`src/rtl/m_ext_pkg.sv`:
```
// Shared M-extension definitions: op encodings, divider sequencer states and width constants.
// The controller and the divider core both size their datapath from XLEN_W.
package m_ext_pkg;

  localparam int unsigned XLEN_W = 32;

  typedef enum logic [1:0] {
    OP_DIV  = 2'b00,
    OP_DIVU = 2'b01,
    OP_REM  = 2'b10,
    OP_REMU = 2'b11
  } md_op_e;

  typedef enum logic [1:0] {
    S_IDLE = 2'd0,
    S_RUN  = 2'd1,
    S_FIX  = 2'd2,
    S_DONE = 2'd3
  } div_state_e;

  localparam logic [XLEN_W-1:0] INT_MIN  = {1'b1, {(XLEN_W-1){1'b0}}};
  localparam logic [XLEN_W-1:0] ALL_ONES = {XLEN_W{1'b1}};

  // op[0] clear selects the signed flavours, op[1] clear selects the quotient.
  function automatic logic op_is_signed(input logic [1:0] op);
    return ~op[0];
  endfunction

  function automatic logic op_is_quot(input logic [1:0] op);
    return ~op[1];
  endfunction

endpackage

```
`src/rtl/div_sign_fix.sv`:
```
// Conditional two's-complement negate: magnitude of signed operands and sign of the final result.
// Purely combinational, no latency, no flow control.
module div_sign_fix
  import m_ext_pkg::*;
#(
  parameter int unsigned XLEN = XLEN_W
) (
  input  logic [XLEN-1:0] val,
  input  logic            neg,
  output logic [XLEN-1:0] res
);

  // Wraps modulo 2^XLEN, so the magnitude of INT_MIN stays INT_MIN, which the unsigned core expects.
  assign res = neg ? (~val + {{(XLEN-1){1'b0}}, 1'b1}) : val;

endmodule

```
`src/rtl/div_ctrl.sv`:
```
// Sequencer between execute and the unsigned divider core; special cases finish in 1 cycle, others core latency + 2.
// Accepts only in IDLE (ready_o), holds div_req_o until div_ready_i, kill_i aborts to IDLE without done_o.
module div_ctrl
  import m_ext_pkg::*;
#(
  parameter int unsigned XLEN = XLEN_W
) (
  input  logic            clk_i,
  input  logic            rst_i,
  input  logic            valid_i,
  input  logic [1:0]      op_i,
  input  logic [XLEN-1:0] rs1_i,
  input  logic [XLEN-1:0] rs2_i,
  input  logic            kill_i,
  output logic            ready_o,
  output logic            done_o,
  output logic [XLEN-1:0] result_o,
  output logic            busy_o,
  output logic [XLEN-1:0] div_a_o,
  output logic [XLEN-1:0] div_b_o,
  output logic            div_req_o,
  output logic            div_is_q_o,
  input  logic [XLEN-1:0] div_result_i,
  input  logic            div_ready_i
);

  div_state_e      state_q, state_d;
  logic [XLEN-1:0] a_q, b_q, res_q, cap_q;
  logic            req_q, is_q_q, neg_q_q, neg_r_q;

  logic            accept;
  logic            signed_op, quot_op, rs1_neg, rs2_neg;
  logic            div_zero, sgn_ovf, special;
  logic [XLEN-1:0] special_res, a_abs, b_abs, res_fixed;

  assign signed_op = op_is_signed(op_i);
  assign quot_op   = op_is_quot(op_i);
  assign rs1_neg   = signed_op & rs1_i[XLEN-1];
  assign rs2_neg   = signed_op & rs2_i[XLEN-1];

  assign div_zero  = (rs2_i == '0);
  assign sgn_ovf   = signed_op & (rs1_i == INT_MIN) & (rs2_i == ALL_ONES);
  assign special   = div_zero | sgn_ovf;

  // Divide-by-zero takes precedence; the two cases cannot overlap anyway since rs2 differs.
  always_comb begin
    special_res = '0;
    if (div_zero) begin
      special_res = quot_op ? ALL_ONES : rs1_i;
    end else if (sgn_ovf) begin
      special_res = quot_op ? INT_MIN : '0;
    end
  end

  assign ready_o = (state_q == S_IDLE);
  assign accept  = valid_i & ready_o & ~kill_i;

  div_sign_fix #(.XLEN(XLEN)) u_abs_a (
    .val (rs1_i),
    .neg (rs1_neg),
    .res (a_abs)
  );

  div_sign_fix #(.XLEN(XLEN)) u_abs_b (
    .val (rs2_i),
    .neg (rs2_neg),
    .res (b_abs)
  );

  div_sign_fix #(.XLEN(XLEN)) u_res_sign (
    .val (cap_q),
    .neg (is_q_q ? neg_q_q : neg_r_q),
    .res (res_fixed)
  );

  always_comb begin
    state_d = state_q;
    case (state_q)
      S_IDLE: begin
        if (accept) begin
          state_d = special ? S_DONE : S_RUN;
        end
      end
      S_RUN: begin
        if (div_ready_i) begin
          state_d = S_FIX;
        end
      end
      S_FIX:   state_d = S_DONE;
      S_DONE:  state_d = S_IDLE;
      default: state_d = S_IDLE;
    endcase
    if (kill_i) begin
      state_d = S_IDLE;
    end
  end

  always_ff @(posedge clk_i) begin
    if (rst_i) begin
      state_q <= S_IDLE;
      a_q     <= '0;
      b_q     <= '0;
      res_q   <= '0;
      cap_q   <= '0;
      req_q   <= 1'b0;
      is_q_q  <= 1'b0;
      neg_q_q <= 1'b0;
      neg_r_q <= 1'b0;
    end else begin
      state_q <= state_d;
      case (state_q)
        S_IDLE: begin
          if (accept) begin
            if (special) begin
              res_q <= special_res;
            end else begin
              a_q     <= a_abs;
              b_q     <= b_abs;
              is_q_q  <= quot_op;
              neg_q_q <= rs1_neg ^ rs2_neg;
              neg_r_q <= rs1_neg;
              req_q   <= 1'b1;
            end
          end
        end
        S_RUN: begin
          // Drop req on the completion edge so the core does not start another pass.
          if (div_ready_i && !kill_i) begin
            req_q <= 1'b0;
            cap_q <= div_result_i;
          end
        end
        S_FIX: begin
          if (!kill_i) begin
            res_q <= res_fixed;
          end
        end
        default: ;
      endcase
      if (kill_i) begin
        req_q <= 1'b0;
      end
    end
  end

  assign done_o     = (state_q == S_DONE);
  assign busy_o     = (state_q != S_IDLE);
  assign result_o   = res_q;
  assign div_a_o    = a_q;
  assign div_b_o    = b_q;
  assign div_req_o  = req_q;
  assign div_is_q_o = is_q_q;

endmodule

```
`config.mk`:
```
export PLATFORM = sky130hd
export DESIGN_NAME = div_ctrl
export DESIGN_NICKNAME = d
export VERILOG_FILES = /design/src/rtl/m_ext_pkg.sv /design/src/rtl/div_sign_fix.sv /design/src/rtl/div_ctrl.sv
export SDC_FILE = /design/constraint.sdc
export NUM_CORES = 1
export LEC_CHECK = 0
export BUFFER_PORTS_ARGS = -buffer_cell sky130_fd_sc_hd__buf_2
export CORE_ASPECT_RATIO = 2
export CORE_MARGIN = 4
export CORE_UTILIZATION = 45
export DETAILED_ROUTE_END_ITERATION = 10
export GPL_ROUTABILITY_DRIVEN = 0
export PLACE_DENSITY = 0.73
export SYNTH_ARGS = -nofsm -noshare
export SYNTH_HDL_FRONTEND = slang
export SYNTH_SLANG_ARGS = --single-unit
```
`constraint.sdc`:
```
create_clock -name clk_i -period 4.7 [get_ports clk_i]
set_input_delay 0 -clock clk_i [delete_from_list [all_inputs] [get_ports clk_i]]
set_output_delay 0 -clock clk_i [all_outputs]
set_load 0.01 [all_outputs]
```
==> results_dict.tcl, run 1 <==
set metrics [dict create \
    clock_tree.htree_level_count 4 \
    setup_tns_ns 0 \
    initial_core_utilization_pct 45.73 \
    worst_setup_hold_path_clk_slew_ns 0.06 \
    cts_tree "yes" \
    postSynth.asyncResetShare_pct 0 \
    reg2reg_slack_ns 1.61 \
    ys_ff_latch 134 \
    edff_count_synth 0 \
    drt-wirelength-per-cell_um 18.63 \
    crit_arrival_ns 3.64 \
    max_used_layer "met4" \
    run_status "finished clean" \
    core.rowCount 67 \
    syn_avg_cell_area_sq_um 8.073 \
    path_delay_family "simple AND/OR/NAND/NOR gates" \
    synth_compound_gate_area_share_pct 28.13 \
    postLayoutCoreUtil_pct 60.84 \
    synthesis.instances 945 \
    post_synth_xor_area_fraction_pct 9.989 \
    ant_nets 0 \
    critical-path-slowest-cell "dlygate4sd3_1" \
    required_ns 4.97 \
    routed-wl-met3_mm 1.591 \
    grt_start_max_net_pins 68 \
    critical-path-top-cell-by-count "buf_4" \
    post-route-worst-setup-slack_ns 1.332 \
    grt_remaining_overflow 0 \
    path_depth 12 \
    yosys_warnings 0 \
    synth_simple_gate_area_share_pct 19.35 \
    portBuffers 203 \
    synth_top_flop_cell "dfxtp_1" \
    startpoint "rs2_i[0]" \
    slew_headroom_pct 15.58 \
    post-place-ws_ns 1.454 \
    rr_endpoint "result_o[4]" \
    i_o_pins 204 \
    postRouteWirelength_mm 26.29 \
    netlist-cell-type-count 59 \
    fraction_of_the_mapped_netlist_area_in_adder_cells_pct 1.312 \
    grt_util_all_layers_pct 27.09 \
    sort_of_element_at_the_end_of_the_critical_path "register" \
    grt_setup_unrepaired "no" \
    final-hold-violation-count 0 \
    net_count_synth 1056 \
    detailroute.via_count 8267 \
    area.growth.synth_to_final_pct 33.05 \
    post_synth_mux_area_share_pct 0.5412 \
    core_area_sq_um 16680 \
    grt_pass1_wl_mm 41.33 \
    hold_class "in -> reg" \
    power.density_cell_area_nw_per_um2 295.9 \
    r2r-start "state_q[0]" \
    cts_setup_buffers 0 \
    critical_path.max_stage_delay_ns 0.52 \
    worst_slew_pin_slew_ns 1.263 \
    number_of_global_route_vias_before_repair 8119 \
    cts_sinks 134 \
    tritoncts.num_buffers 17 \
    cp-start-kind "input port" \
    clk_path_buf_depth 2 \
    syn_area_sq_um 7629 \
    nets 1301 \
    seq_area_frac_synth_pct 35.16 \
    cts_root_buffer "clkbuf_16" \
    antenna_found_initial 1 \
    drc_errors 0 \
    finClkSkew_ns 0.005914 \
    cellLeakagePower_nw 3.984 \
    pre_antenna_drt_iters 5 \
    dp_hpwl_mm 18.86 \
    detail_route.iter0.violations 362 \
    cap_viol_max_count 0 \
    wl_met2_mm 14.17 \
    critPathMaxFanout 34 \
    largest_family_of_logic_cells_by_synthesized_area "compound AO/OA/AOI/OAI gates" \
    number_of_instances_on_the_worst_hold_path 3 \
    die-width_um 100.1 \
    slew_viol_final 0 \
    clk-insertion-delay-late_ns 0.42 \
    dieArea_sq_um 19230 \
    period_share_pct 71.67 \
    ff2ff_path_depth 9 \
    path_buf_inv 5 \
    route.layer.met1.wl_mm 9.158 \
    routed_via_density 5.859 \
    setup-violations-final 0 \
    irDropWorstVdd_mv 0.2105 \
    timing.critical_path.cells "dlygate4sd3_1, buf_2, inv_1, ha_1, or4b_4, nor4_4, nand4_2, o32ai_4, buf_4, or2_1, buf_4, a311oi_2" \
    finalWorstPathRequiredPeriod_ns 3.368 \
    timing.fmax_mhz 296.9 \
    die_y_um 192.1 \
    final_layout_size_suffix_gt1_share_pct 23.63 \
    critical_path_class "in -> reg" \
    endpoint "result_o[4]" \
]
==> stage by stage <==
step,hold slack [ns],area [sq um],power [W],cells
after floorplan,0.09675,7629,0.001457,945
after global placement,0.2460,8678,0.001624,1290
after detailed placement,0.2461,8678,0.001630,1290
after CTS,0.002956,10140,0.003007,1409
after global routing,0.02162,10150,0.003110,1410
final,0.006179,10150,0.003004,1411
==> routing by layer <==
layer	track usage, %	vias up
met2	50.36	349
met5	0	-
met4	15.52	0
li1	-	3973
met1	28.25	3867
met3	4.035	78
==> logic make-up after synthesis <==
group / after synthesis
flops: 134
fa+ha+maj: 8
buf+inv: 99
mux: 4
xor+xnor: 87
compound gates: 324
simple gates: 289
==> flip-flops by register name (all words and copies together) (netlist names) <==
signal,count
result_o,32
div_is_q_o,1
neg_q_q,1
cap_q,32
div_b_o,32
div_req_o,1
div_a_o,32
neg_r_q,1
state_q,2
==> layout by cell type (no fill, tap or decap), types with 4 or more instances in the layout <==
cell type and instances:
a211oi_1 70, a21oi_1 127, a311oi_1 13, a311oi_2 12
a31oi_1 18, a41oi_1 9, buf_2 202, buf_4 13
clkbuf_16 17, clkbuf_8 4, dfxtp_1 134, dlygate4sd3_1 88
ha_1 8, inv_1 22, nand2_1 99, nand2b_1 5
nand3_1 7, nand4_1 12, nor2_1 50, nor3_1 55
nor4_1 8, o21ai_0 43, o31ai_1 15, o41ai_1 5
or3_1 8, or4_1 13, xnor2_1 40, xor2_1 47
==> where the power goes <==
| group | switching [W] | internal, W | total, W |
|---|---|---|---|
| Combinational | 0.000256 | 0.000205 | 0.000461 |
| Sequential | 0.0000283 | 0.00118 | 0.00121 |
| Clock | 0.000502 | 0.000831 | 0.00133 |
| Total | 0.000787 | 0.00222 | 0.00300 |
==> area by class of cell <==
| class | instances | area [sq um] |
|---|---|---|
| clock inverter | 8 | 97.59 |
| timing repair buffer | 303 | 1989 |
| multi-input combinational | 712 | 4546 |
| clock buffer | 23 | 488.0 |
| inverter | 22 | 82.58 |
| tap | 207 | 259.0 |
| sequential | 134 | 2683 |
| fill | 1513 | 6533 |
| antenna | 2 | 5.005 |
==> synth_stat cells (5+ instances only) <==
cell	instances	area share (%)
dfxtp_1	134	35
a21oi_1	127	8.3
nand2_1	99	4.9
a211oi_1	70	6.9
nor3_1	55	3.6
nor2_1	52	2.6
clkbuf_1	50	2.5
xor2_1	47	5.4
o21ai_0	43	2.8
xnor2_1	40	4.6
inv_1	22	1.1
a31oi_1	18	1.5
buf_2	18	1.2
o31ai_1	15	1.5
a311oi_1	13	1.5
or4_1	13	1.3
a311oi_2	12	2.4
nand4_1	12	0.98
a41oi_1	9	1.0
ha_1	8	1.3
nor4_1	8	0.66
or3_1	8	0.66
nand3_1	7	0.46
buf_4	5	0.49
nand2b_1	5	0.41
o41ai_1	5	0.57
==> worst min-delay path: cells and delay by family <==
family	cells	cell delay (ns)
buffers and inverters	1	0.14
xor gates and xnor gates	1	0.16
AOI/OAI and AO/OA	1	0.08
==> timing repair <==
action,CTS,global route
hold buffers,88,0
endpoints found under the hold margin,88,0
gates resized for setup,0,0
==> worst min path at each step <==
stage | from | to | slack (ns)
CTS | rs1_i[21] | div_a_o[21] | 0.003
global placement | div_result_i[31] | cap_q[31] | 0.25
detailed placement | div_result_i[26] | cap_q[26] | 0.25
finish | rs1_i[21] | div_a_o[21] | 0.006
floorplan | op_i[1] | div_is_q_o | 0.1
global route | rs1_i[21] | div_a_o[21] | 0.02
Note: power is estimated with default switching activity, not from simulation.
==> inputs of run 2 (changes only) <==
--- a/config.mk
+++ b/config.mk
@@ -11,7 +11,7 @@
 export CORE_UTILIZATION = 45
 export DETAILED_ROUTE_END_ITERATION = 10
 export GPL_ROUTABILITY_DRIVEN = 0
-export PLACE_DENSITY = 0.73
+export PLACE_DENSITY = 0.76
 export SYNTH_ARGS = -nofsm -noshare
 export SYNTH_HDL_FRONTEND = slang
 export SYNTH_SLANG_ARGS = --single-unit
==> constraint.sdc (replaced) <==
create_clock -name clk_i -period 2.8 [get_ports clk_i]
set_input_delay 0 -clock clk_i [delete_from_list [all_inputs] [get_ports clk_i]]
set_output_delay 0 -clock clk_i [all_outputs]
set_load 0.01 [all_outputs]
==> run 2 against run 1 <==
  * Total power increased by 67%
  * First-iteration DRC count grew 16%
  * Register-to-register slack got worse by 1.2 ns
  * Sequential power grew 68%
  * Hold slack improved by 0.0095 ns
  * Sequential share of layout area shrank 0.39 points
  * Die area is the same
==> results_dict.tcl, run 2 (same netlist as run 1, synthesis figures left out) <==
set metrics [dict create \
    run_status "finished clean" \
    startpoint "rs1_i[26]" \
    required_ns 3.11 \
    antenna_found_initial 0 \
    slew_viol_final 0 \
    antenna-diode-count 0 \
    postLayoutCoreUtil_pct 61.76 \
    r2r-start "cap_q[2]" \
    detailroute.via_count 8401 \
    hp-start "rs2_i[6]" \
    critical_path_class "in -> reg" \
    crit_arrival_ns 2.93 \
    grt_setup_unrepaired "no" \
    register_area_sq_um 2683 \
    finClkSkew_ns 0.008943 \
    dieArea_sq_um 19230 \
    ff2ff_path_depth 5 \
    layout_common_cells "202 x buf_2, 134 x dfxtp_1, 127 x a21oi_1, 99 x nand2_1, 88 x dlygate4sd3_1" \
    grt_start_max_net_pins 69 \
    slew_headroom_pct 41.89 \
    detail_route.iter0.violations 420 \
    worst_slew_pin_slew_ns 0.8699 \
    p_int_w 0.003654 \
    setup-violations-final 0 \
    number_of_global_route_vias_before_repair 8352 \
    comb_power_share_pct 15.7 \
    cellLeakagePower_nw 4.065 \
    core.rowCount 67 \
    final_layout_size_suffix_gt1_share_pct 24.86 \
    setup_tns_ns 0 \
    power.density_cell_area_nw_per_um2 487.5 \
    portBuffers 203 \
    irDropWorstVdd_mv 0.3846 \
    clk-insertion-delay-late_ns 0.43 \
    timing.fmax_mhz 380.5 \
    die_y_um 192.1 \
    multi_input_area_sq_um 4552 \
    routed_via_density 5.891 \
    finalWorstPathRequiredPeriod_ns 2.628 \
    clk_path_buf_depth 2 \
    drc_errors 0 \
    cts_root_buffer "clkbuf_16" \
    nets 1318 \
    net-switching-power_w 0.001369 \
    core_area_sq_um 16680 \
    period_share_pct 93.85 \
    worst_setup_hold_path_clk_slew_ns 0.06 \
    i_o_pins 204 \
    tritoncts.num_buffers 17 \
    hold_ws_ns 0.01569 \
    final_common_cell "buf_2" \
    critPathMaxFanout 23 \
    grt_util_all_layers_pct 27.54 \
    cp-start-kind "input port" \
    rr_endpoint "result_o[11]" \
    switching_share_pct 27.25 \
    post-route-worst-setup-slack_ns 0.1721 \
    fillCellCount 1470 \
    area.growth.synth_to_final_pct 35.07 \
    drt-wirelength-per-cell_um 18.82 \
    pwr-share-seq_pct 40.4 \
    cts_tree "yes" \
    cap_viol_max_count 0 \
    initial_core_utilization_pct 45.73 \
    reg2reg_slack_ns 0.41 \
    postRouteWirelength_mm 26.84 \
    clock_tree.htree_level_count 4 \
    cts_sinks 134 \
    ant_nets 0 \
    p_total_w 0.005023 \
    grt_remaining_overflow 0 \
    clock_power_share_pct 43.9 \
    sort_of_element_at_the_end_of_the_critical_path "register" \
    endpoint "div_b_o[8]" \
    hold_class "in -> reg" \
    final-hold-violation-count 0 \
    post-place-ws_ns 0.2304 \
    dp_hpwl_mm 19.01 \
    grt_pass1_wl_mm 42.13 \
    pre_antenna_drt_iters 6 \
    die-width_um 100.1 \
]
run 2: worst max-delay path, cell delays in order:
cell and delay [ns]:
dlygate4sd3_1 0.53, buf_2 0.15, or4_4 0.57, nor4_1 0.42
nand4_2 0.27, o21ai_4 0.34, nor2_4 0.07, buf_4 0.23
a211oi_1 0.33
run 2: worst min-delay path by stage:
| stage | endpoint | depth (start not counted) | slack [ns] |
|---|---|---|---|
| after floorplan | div_is_q_o | 1 | 0.1 |
| after global placement | div_req_o | 2 | 0.24 |
| after detailed placement | div_req_o | 2 | 0.24 |
| after CTS | div_a_o[28] | 3 | 0.002 |
| after global routing | div_a_o[23] | 3 | 0.002 |
| final | div_b_o[6] | 3 | 0.02 |
run 2: what timing repair did:
| action | CTS | global route |
|---|---|---|
| resized for setup | 0 | 1 |
| setup endpoints to repair | 0 | 7 |
| buffers inserted | 0 | 1 |
| endpoints found under the hold margin | 89 | 0 |
| hold buffers | 88 | 0 |
run 2: layer usage:
metal | track usage [%] | vias up | part of all wire (%)
met5 | 0 | - | 0
met4 | 18.47 | 0 | 6.8
met3 | 4.398 | 117 | 5.5
met2 | 49.95 | 387 | 52
met1 | 28.46 | 3904 | 35
li1 | - | 3993 | -
run 2: per-stage QoR:
| stage | cell area (sq um) | cells |
|---|---|---|
| global route | 10300 | 1426 |
| floorplan | 7629 | 945 |
| global placement | 8836 | 1306 |
| detailed placement | 8836 | 1306 |
| CTS | 10290 | 1425 |
| finish | 10300 | 1426 |
run 2: area by class of cell:
type,count,share of cell area [%]
sequential,134,26.04
clock inverter,13,1.299
timing repair buffer,320,20.91
clock buffer,18,4.262
inverter,22,0.8015
multi-input combinational,712,44.18
tap,207,2.514
run 2: power groups by stage:
stage / Clock [W] / Sequential (W) / Combinational [W]
6_report: 0.00221 / 0.00203 / 0.000787
5_1_grt: 0.00230 / 0.00204 / 0.000853
4_1_cts: 0.00223 / 0.00203 / 0.000775
3_5_place_dp: 0 / 0.00207 / 0.000676
3_3_place_gp: 0 / 0.00207 / 0.000668
2_1_floorplan: 0 / 0.00209 / 0.000352
==> inputs of run 3 (changes only) <==
--- a/config.mk
+++ b/config.mk
@@ -5,13 +5,15 @@
 export SDC_FILE = /design/constraint.sdc
 export NUM_CORES = 1
 export LEC_CHECK = 0
+export ABC_AREA = 1
 export BUFFER_PORTS_ARGS = -buffer_cell sky130_fd_sc_hd__buf_2
 export CORE_ASPECT_RATIO = 2
 export CORE_MARGIN = 4
 export CORE_UTILIZATION = 45
 export DETAILED_ROUTE_END_ITERATION = 10
 export GPL_ROUTABILITY_DRIVEN = 0
-export PLACE_DENSITY = 0.76
+export PLACE_DENSITY = 0.74
 export SYNTH_ARGS = -nofsm -noshare
 export SYNTH_HDL_FRONTEND = slang
+export SYNTH_HIERARCHICAL = 1
 export SYNTH_SLANG_ARGS = --single-unit
==> run 3 against run 2 <==
  * Core utilization fell by 5.4 points
  * Die area rose by 18%
  * Hold slack improved by 0.034 ns
  * Sequential cell count did not move
  * Total power rose by 12%
  * Wire length rose by 14%
  * Sequential power rose by 3%
  * Via count rose by 22%
  * Non-clock buffer count fell by 67
  * Highest routed layer unchanged
==> results_dict.tcl, run 3 <==
set metrics [dict create \
    run_status "finished clean" \
    final_layout_size_suffix_gt1_share_pct 19.44 \
    most_numerous_cell_in_the_yosys_netlist "nand2_1" \
    critical-path-slowest-cell "clkinv_2" \
    grt_remaining_overflow 0 \
    seq_area_frac_synth_pct 29.41 \
    sort_of_element_at_the_end_of_the_critical_path "register" \
    pre_antenna_drt_iters 5 \
    syn_area_sq_um 9121 \
    synth_top_flop_cell "dfxtp_1" \
    netlist-cell-type-count 32 \
    drc_errors 0 \
    detail_route.iter0.violations 642 \
    final-hold-violation-count 0 \
    pwr-share-seq_pct 37.5 \
    path_buf_inv 2 \
    timing.fmax_mhz 441.0 \
    core.rowCount 73 \
    critical_path.max_stage_delay_ns 0.46 \
    core_area_sq_um 19910 \
    antenna_found_initial 1 \
    crit_arrival_ns 2.57 \
    switching_share_pct 30.53 \
    net-switching-power_w 0.001715 \
    setup_tns_ns 0 \
    post-place-ws_ns 0.5612 \
    setup-violations-final 0 \
    die-width_um 108.7 \
    p_int_w 0.003903 \
    cts_sinks 134 \
    period_share_pct 80.98 \
    dieArea_sq_um 22750 \
    clock_power_share_pct 40.2 \
    grt_pass1_wl_mm 47.96 \
    routed_via_density 5.169 \
    clk_path_buf_depth 2 \
    irDropWorstVdd_mv 0.3025 \
    die_y_um 209.3 \
    critical-path-top-cell-by-count "nor2_1" \
    worst_setup_hold_path_clk_slew_ns 0.06 \
    portBuffers 203 \
    layout_common_cells "346 x nand2_1, 298 x nor2_1, 203 x buf_2, 152 x inv_1, 134 x dfxtp_1" \
    syn_avg_cell_area_sq_um 6.065 \
    area.growth.synth_to_final_pct 22.96 \
    grt_start_max_net_pins 68 \
    nets 1821 \
    cts_root_buffer "clkbuf_16" \
    dp_hpwl_mm 23.58 \
    post_synth_main_area_contributors "dfxtp_1 29%, nand2_1 14%, nor2_1 12%" \
    cts_tree "yes" \
    hold_ws_ns 0.04946 \
    slew_viol_final 0 \
    final_common_cell "nand2_1" \
    cp-start-kind "register" \
    critical_path_class "reg -> reg" \
    worst_slew_pin_slew_ns 0.9416 \
    i_o_pins 204 \
    tritoncts.num_buffers 17 \
    yosys_warnings 6 \
    clock_tree.htree_level_count 4 \
    power.density_cell_area_nw_per_um2 500.8 \
    comb_power_share_pct 22.3 \
    p_total_w 0.005617 \
    synth_commonest_cells "346 x nand2_1, 300 x nor2_1, 153 x inv_1" \
    timing.critical_path.cells "inv_1, ha_1, nand3_1, nand2_1, nand2_4, clkinv_2, nor2_1, nor2_1" \
    slew_headroom_pct 37.14 \
    clk-insertion-delay-late_ns 0.43 \
    path_delay_family "simple AND/OR/NAND/NOR gates" \
    synthesis.instances 1504 \
    drt-wirelength-per-cell_um 15.41 \
    cap_viol_max_count 0 \
    grt_util_all_layers_pct 26.98 \
    postSynth.asyncResetShare_pct 0 \
    cellLeakagePower_nw 5.377 \
    finClkSkew_ns 0.01165 \
    net_count_synth 1614 \
    cts_setup_buffers 0 \
    critPathMaxFanout 34 \
    detailroute.via_count 10270 \
    yosysTopAreaCellShare_pct 29.41 \
    postCtsResizedCells 0 \
    edff_count_synth 0 \
    required_ns 3.11 \
    postRouteWirelength_mm 30.60 \
    number_of_global_route_vias_before_repair 9931 \
    post-route-worst-setup-slack_ns 0.5326 \
    synth_top_cell_by_area "dfxtp_1" \
    fillCellCount 2051 \
    finalWorstPathRequiredPeriod_ns 2.267 \
    ys_ff_latch 134 \
    hold_class "in -> reg" \
    initial_core_utilization_pct 45.81 \
    grt_setup_unrepaired "no" \
    ant_nets 0 \
]
run 3: cell count changes after synthesis, sizes merged, moves of 18 or more:
| cell | previous run | this run |
|---|---|---|
| a21oi | 127 | 77 |
| nor3 | 57 | 1 |
| inv | 22 | 160 |
| clkbuf | 50 | 24 |
| nand3 | 7 | 56 |
| nor2 | 54 | 350 |
| nand2 | 100 | 362 |
| a31oi | 18 | 0 |
| xor2 | 47 | 16 |
| o21ai | 44 | 230 |
| a211oi | 70 | 0 |
| a311oi | 25 | 0 |
run 3: layout make-up:
type                    count  area (sq um)  share of cell area (%)
multi-input cells        1144          5479                   48.85
flip-flops and latches    134          2683                   23.92
repair buffers            253          1509                   13.45
inverters                 161         620.6                   5.533
clock buffers              23         498.0                   4.440
well taps                 262         327.8                   2.923
clock inverters             8         96.34                  0.8590
diodes                      1         2.502                 0.02231
run 3: worst paths after layout:
kind         cells past startpoint         from      endpoint  slack (ns)
max                              8   state_q[0]  result_o[12]        0.53
min                              4     rs2_i[9]    div_b_o[9]        0.05
max reg2reg                      8   state_q[0]  result_o[12]        0.53
min reg2reg                      2  div_a_o[25]   div_a_o[25]        0.44
run 3: cells by family (layout without fill, tap and decap cells):
family / after synthesis / count (layout) / synth area share, %
DFF: 134 / 134 / 29.41
other: 0 / 1 / 0
adders and majority gates: 7 / 7 / 0.9602
buffers and inverters: 226 / 445 / 10.64
xor gates and xnor gates: 43 / 43 / 4.129
AOI/OAI and AO/OA: 308 / 308 / 17.17
and+or+nand+nor: 786 / 786 / 37.68
run 3: power by group through the flow:
| stage | clock network, W | registers (W) | logic [W] |
|---|---|---|---|
| 6_report | 0.00226 | 0.00210 | 0.00125 |
| 5_1_grt | 0.00237 | 0.00212 | 0.00140 |
| 4_1_cts | 0.00230 | 0.00210 | 0.00124 |
| 3_5_place_dp | 0 | 0.00214 | 0.00120 |
| 3_3_place_gp | 0 | 0.00214 | 0.00118 |
| 2_1_floorplan | 0 | 0.00218 | 0.000728 |
run 3: repair_timing:
action	in CTS	in global routing
setup endpoints to repair	0	0
hold endpoints to repair	38	0
hold buffers	37	0
run 3: routing by layer:
metal	GRT usage, %	part of all wire, %	vias up
li1	-	-	5160
met1	26.09	34	4553
met2	50.01	53	440
met3	4.709	6.1	112
met4	18.61	6.6	0
met5	0	0	-
run 3: stage by stage:
stage / area (sq um) / utilization, % / std cells
after CTS: 11210 / 56.32 / 1985
after floorplan: 9121 / - / 1504
after global placement: 10250 / 51.47 / 1917
final: 11220 / 56.33 / 1986
after detailed placement: 10250 / 51.47 / 1917
after global routing: 11220 / 56.33 / 1986
run 3: worst register-to-register path: stages (launching register included):
cell	delay (ns)
dfxtp_1	0.38
inv_1	0.08
ha_1	0.30
nand3_1	0.18
nand2_1	0.11
nand2_4	0.32
clkinv_2	0.48
nor2_1	0.22
nor2_1	0.06
